<file path="src/rtl/blft_wb.sv">
// blft_wb: write-back stage after the bilateral filter.
// Buffers filtered pixels in a small FIFO and writes them one at a time to the
// output image memory over a req/ack port. Keeps a written-pixel count, a
// running checksum, a sticky overflow flag and a sticky done flag.
//
// Ports:
//   clk, rst        clock, asynchronous active-high reset
//   in_valid        filtered pixel present this cycle
//   in_addr/in_data pixel address {row,col} and value
//   in_finish       filter finished (level)
//   mem_req         write request (stage full)
//   mem_addr/wdata  write address/data, stable while mem_req=1
//   mem_ack         write accepted this cycle
//   overflow        sticky: a pixel was dropped
//   pix_cnt         completed writes, saturating at 65536
//   checksum        sum of written data mod 2^24
//   done            sticky completion flag
module blft_wb #(
   parameter int DEPTH = 8,
   parameter int AW    = 16,
   parameter int DW    = 8
) (
   input  logic          clk,
   input  logic          rst,
   input  logic          in_valid,
   input  logic [AW-1:0] in_addr,
   input  logic [DW-1:0] in_data,
   input  logic          in_finish,
   output logic          mem_req,
   output logic [AW-1:0] mem_addr,
   output logic [DW-1:0] mem_wdata,
   input  logic          mem_ack,
   output logic          overflow,
   output logic [16:0]   pix_cnt,
   output logic [23:0]   checksum,
   output logic          done
);

   localparam int PW = $clog2(DEPTH);

   typedef enum logic [1:0] {
      RUN   = 2'd0,
      DRAIN = 2'd1,
      FIN   = 2'd2
   } state_t;

   state_t              state;
   logic [AW+DW-1:0]    fifo_mem [DEPTH];
   // One extra pointer bit distinguishes full from empty.
   logic [PW:0]         wr_ptr;
   logic [PW:0]         rd_ptr;

   logic                fifo_empty;
   logic                fifo_full;
   logic                push_req;
   logic                load;
   logic                push;
   logic                drop;
   logic                write_done;
   logic [AW+DW-1:0]    head;

   // Handshake and FIFO control decode.
   always_comb begin
      fifo_empty = (wr_ptr == rd_ptr);
      fifo_full  = (wr_ptr[PW] != rd_ptr[PW]) &&
                   (wr_ptr[PW-1:0] == rd_ptr[PW-1:0]);
      push_req   = in_valid && (state == RUN);
      load       = !fifo_empty && (!mem_req || mem_ack);
      // A full FIFO still accepts a push when the head leaves in the same cycle;
      // the slot being read is the slot being written, and the read sees the old word.
      push       = push_req && (!fifo_full || load);
      drop       = push_req && fifo_full && !load;
      write_done = mem_req && mem_ack;
      head       = fifo_mem[rd_ptr[PW-1:0]];
   end

   // FIFO storage; contents need no reset because the pointers define validity.
   always_ff @(posedge clk) begin
      if (push) begin
         fifo_mem[wr_ptr[PW-1:0]] <= {in_addr, in_data};
      end
   end

   // Pointers, write stage, counters, flags and the RUN/DRAIN/FIN sequencer.
   always_ff @(posedge clk or posedge rst) begin
      if (rst) begin
         wr_ptr    <= '0;
         rd_ptr    <= '0;
         mem_req   <= 1'b0;
         mem_addr  <= '0;
         mem_wdata <= '0;
         overflow  <= 1'b0;
         pix_cnt   <= 17'd0;
         checksum  <= 24'd0;
         done      <= 1'b0;
         state     <= RUN;
      end else begin
         if (push) begin
            wr_ptr <= wr_ptr + 1'b1;
         end
         if (load) begin
            rd_ptr                <= rd_ptr + 1'b1;
            {mem_addr, mem_wdata} <= head;
            mem_req               <= 1'b1;
         end else if (write_done) begin
            mem_req <= 1'b0;
         end
         if (drop) begin
            overflow <= 1'b1;
         end
         if (write_done) begin
            if (pix_cnt != 17'd65536) begin
               pix_cnt <= pix_cnt + 17'd1;
            end
            checksum <= checksum + 24'(mem_wdata);
         end
         case (state)
            RUN: begin
               if (in_finish) begin
                  state <= DRAIN;
               end
            end
            DRAIN: begin
               if (fifo_empty && !mem_req) begin
                  state <= FIN;
                  done  <= 1'b1;
               end
            end
            FIN: begin
               done <= 1'b1;
            end
            default: begin
               state <= RUN;
            end
         endcase
      end
   end

endmodule

</file>
<file path="config.mk">
export PLATFORM = sky130hd
export DESIGN_NAME = blft_wb
export DESIGN_NICKNAME = d
export VERILOG_FILES = /design/src/rtl/blft_wb.sv
export SDC_FILE = /design/constraint.sdc
export NUM_CORES = 1
export LEC_CHECK = 0
export ABC_AREA = 1
export BUFFER_PORTS_ARGS = -buffer_cell sky130_fd_sc_hd__buf_2
export CELL_PAD_IN_SITES_DETAIL_PLACEMENT = 1
export CELL_PAD_IN_SITES_GLOBAL_PLACEMENT = 2
export CORE_UTILIZATION = 36
export DETAILED_ROUTE_END_ITERATION = 7
export PLACE_DENSITY_LB_ADDON = 0.05
export SETUP_SLACK_MARGIN = 0.05
export SLEW_MARGIN = 20
export SYNTH_ARGS = -nofsm -noshare
export SYNTH_HDL_FRONTEND = slang
export SYNTH_SLANG_ARGS = --single-unit
</file>
<file path="constraint.sdc">
create_clock -name clk -period 3.1 [get_ports clk]
set_clock_uncertainty 0.05 [all_clocks]
set_input_delay 0.155 -clock clk [delete_from_list [all_inputs] [get_ports clk]]
set_output_delay 0.155 -clock clk [all_outputs]
set_load 0.005 [all_outputs]
</file>
==> impl_metrics.yaml <==
worst_setup_path:
  worstPathCellList: "xnor2_1 > nand2_1 > nor2_1 > nand3_2 > nand3_1 > nor2_2 > buf_4"
  r2r_start: "rd_ptr[0]$_DFFE_PP0P_"
  cp_data_arrival_time_ns: 2.37
  ff2ff_setup_slack_ns: 0.89
  max_stage_delay_ns: 0.52
  required_ns: 3.26
  reg2reg_to: "fifo_mem[0][7]$_DFFE_PP_"
  critPathMaxFanout: 24
  slowest_stage: "dfrtp_2"
  r2r_cells: 7
  endpoint: "fifo_mem[0][7]$_DFFE_PP_"
  cp-startpoint: "rd_ptr[0]$_DFFE_PP0P_"
  critPathCaptureType: "register"
  critPathLaunchType: "register"
  worstSetupPathType: "reg2reg"
logic_synthesis:
  yosysTopAreaCellShare_pct: 49.38
  async_reset_ff_share_pct: 28.89
  syn_inst: 1093
  yosysWarnings: 0
  yosys.area.top_type: "edfxtp_1"
  synth.net_count: 1135
  yosys-top-cells-count: "212 x nand2_1, 192 x edfxtp_1, 176 x nor2_1"
  synth_area_per_cell_sq_um: 10.68
  synth_area_leaders: "edfxtp_1 49%, dfrtp_1 17%, nand2_1 6.8%"
  seq_area_frac_synth_pct: 66.10
  synth_enable_flop_cells: 192
  yosys_register_bits: 270
  yosys.cell_types.count: 34
  synth.most_common_cell: "nand2_1"
  yosys_most_used_dff: "edfxtp_1"
  post_synth_instance_area_sq_um: 11680
die:
  die_h_um: 182.1
  coreArea_sq_um: 31720
  fp.dieArea_sq_um: 33160
  initial_core_util_pct: 36.81
  fp.dieW_um: 182.1
  rows: 65
  io-pin-count: 97
clocking:
  clk_latency_ns: 0.57
  cts_tree: "built"
  cts_root_buf: "clkbuf_16"
  postCtsSetupBuffers: 0
  post_cts_resized: 0
  numCtsBuffers: 31
  path_clk_slew_ns: 0.06
  ctsLongestPathBuffers: 3
  htreeDepth: 1
  clock-sinks: 270
  ctsHoldBuffers: 29
timing:
  max_freq_mhz: 453.1
  finalHoldViolations: 0
  setup_violations: 0
  slew_headroom_pct: 34.24
  finalWorstSetupSlack_ns: 0.8932
  fin_crit_sh_pct: 71.19
  finalCriticalPeriod_ns: 2.207
  worst_pin_slew_ns: 0.9864
  rsz0062_at_grt: "false"
  maxSlewViolCount: 0
global_route:
  grt_pass1_wl_mm: 48.33
  grt_pass1_vias: 8667
  grt_overflow: 0
  grt_antenna_before_repair: 0
  grt_max_degree: 97
  grtUsageTotal_pct: 18.56
place:
  pre_cts_ws_ns: 0.8708
  routabilityCongestion: 0.7482
  dp_hpwl_mm: 17.82
  portBuffers: 96
worst_hold_path:
  hold_path_class: "in2async"
cells_and_area:
  syn2layout_area_growth_pct: 18.82
  drive_above_1_share_pct: 15.32
  nFillCells: 3544
  diodes: 0
  final_nets: 1264
power_and_ir_drop:
  power.density_nw_per_um2: 919.2
  p_leak_uw: 0.005483
  p_total_uw: 12750
  worst_ir_drop_vdd_mv: 0.4828
detailed_routing:
  vias: 8228
  viasPerCell: 4.990
  wl_per_cell_um: 18.08
  first_pass_iters: 4
  drcViolationCount: 0
  drtIter0Drc: 364
  wirelength_mm: 29.81
  postRouteAntennaNets: 0
run_status:
  status: "completed"
flow_run:
  cap_violations: 0
critical path: cells and delay by family, from the launching register on:
kind,cells,cell delay (ns)
DFF,1,0.52
buffers and inverters,1,0.39
and+or+nand+nor,5,0.68
xor gates and xnor gates,1,0.20
layer usage:
metal / up-vias / part of all wire, % / GRT usage (%)
met5: - / 0 / 0
met4: 0 / 2.0 / 4.336
met3: 43 / 2.6 / 2.295
met2: 103 / 49 / 33.49
met1: 4060 / 46 / 23.65
li1: 4022 / - / -
placed cells by master, fill, tap and decap left out, types with 2 or more instances in the layout:
cell type / instances
xor2_1: 17
nor2_1: 171
clkinv_1: 4
buf_4: 18
nand2_4: 2
nand4_1: 18
clkinv_2: 11
dfrtp_2: 2
nand3_1: 38
nand3b_1: 2
nor3_2: 3
clkbuf_1: 4
dfrtp_1: 76
clkbuf_8: 4
a21oi_1: 4
buf_2: 96
o21ai_0: 124
o211ai_1: 38
edfxtp_1: 192
inv_2: 4
a31oi_1: 3
o21ai_1: 20
bufinv_16: 3
o21ai_2: 3
nand2_1: 212
nand3_2: 3
nor3_1: 11
inv_4: 2
dlygate4sd3_1: 29
clkbuf_16: 31
xnor2_1: 6
nor2_2: 5
inv_1: 65
o22ai_1: 6
ha_1: 12
worst min-delay path by stage:
| stage | depth (start not counted) | slack (ns) | to | from |
|---|---|---|---|---|
| 6_report | 3 | 0.30 | checksum[19]$_DFFE_PP0P_ | rst |
| 5_1_grt | 4 | 0.34 | state[0]$_DFFE_PP0P_ | in_finish |
| 4_1_cts | 4 | 0.25 | state[0]$_DFFE_PP0P_ | in_finish |
| 3_5_place_dp | 3 | 0.32 | state[0]$_DFFE_PP0P_ | in_finish |
| 3_3_place_gp | 3 | 0.31 | state[0]$_DFFE_PP0P_ | in_finish |
| 2_1_floorplan | 0 | 0.20 | fifo_mem[0][0]$_DFFE_PP_ | in_data[0] |
through the flow:
step	hold WS, ns	std cells	cell area (sq um)	setup TNS, ns	utilization [%]
6_report	0.3017	1649	13870	0	43.74
5_1_grt	0.3359	1649	13870	0	43.74
4_1_cts	0.2536	1649	13870	0	43.74
3_5_place_dp	0.3172	1562	12550	0	39.57
3_3_place_gp	0.3113	1562	12550	0	39.57
2_1_floorplan	0.2039	1093	11680	-3.750	-
power by group:
group / internal (uW) / leakage, uW / total, uW / switching, uW
Sequential: 4370 / 0.00270 / 4800 / 433
Combinational: 1440 / 0.00227 / 4290 / 2850
Clock: 2180 / 0.000520 / 3660 / 1480
Total: 7990 / 0.00548 / 12800 / 4760
cell type report:
type	count	area [sq um]	share of cell area, %
clock buffers	39	845.8	6.097
clock inverters	19	185.2	1.335
inverters	72	275.3	1.984
multi-input cells	704	3438	24.78
flip-flops and latches	270	7720	55.65
well taps	402	503.0	3.626
repair buffers	143	905.9	6.530
logic make-up (layout without fill, tap and decap cells):
| family | count (synthesis) | after routing | synth area share [%] |
|---|---|---|---|
| and+or+nand+nor | 468 | 468 | 16.41 |
| DFF | 270 | 270 | 66.10 |
| AOI/OAI and AO/OA | 200 | 200 | 9.623 |
| buffers and inverters | 119 | 273 | 4.694 |
| xor gates and xnor gates | 23 | 23 | 1.725 |
| adders and majority gates | 13 | 13 | 1.457 |
sequential cells by signal, summed over array words and instances (netlist names):
register	count
checksum	24
fifo_mem	192
state	2
wr_ptr	4
mem_addr	16
mem_req	1
done	1
pix_cnt	17
overflow	1
rd_ptr	4
mem_wdata	8
Power figures use the tool's default switching activity.
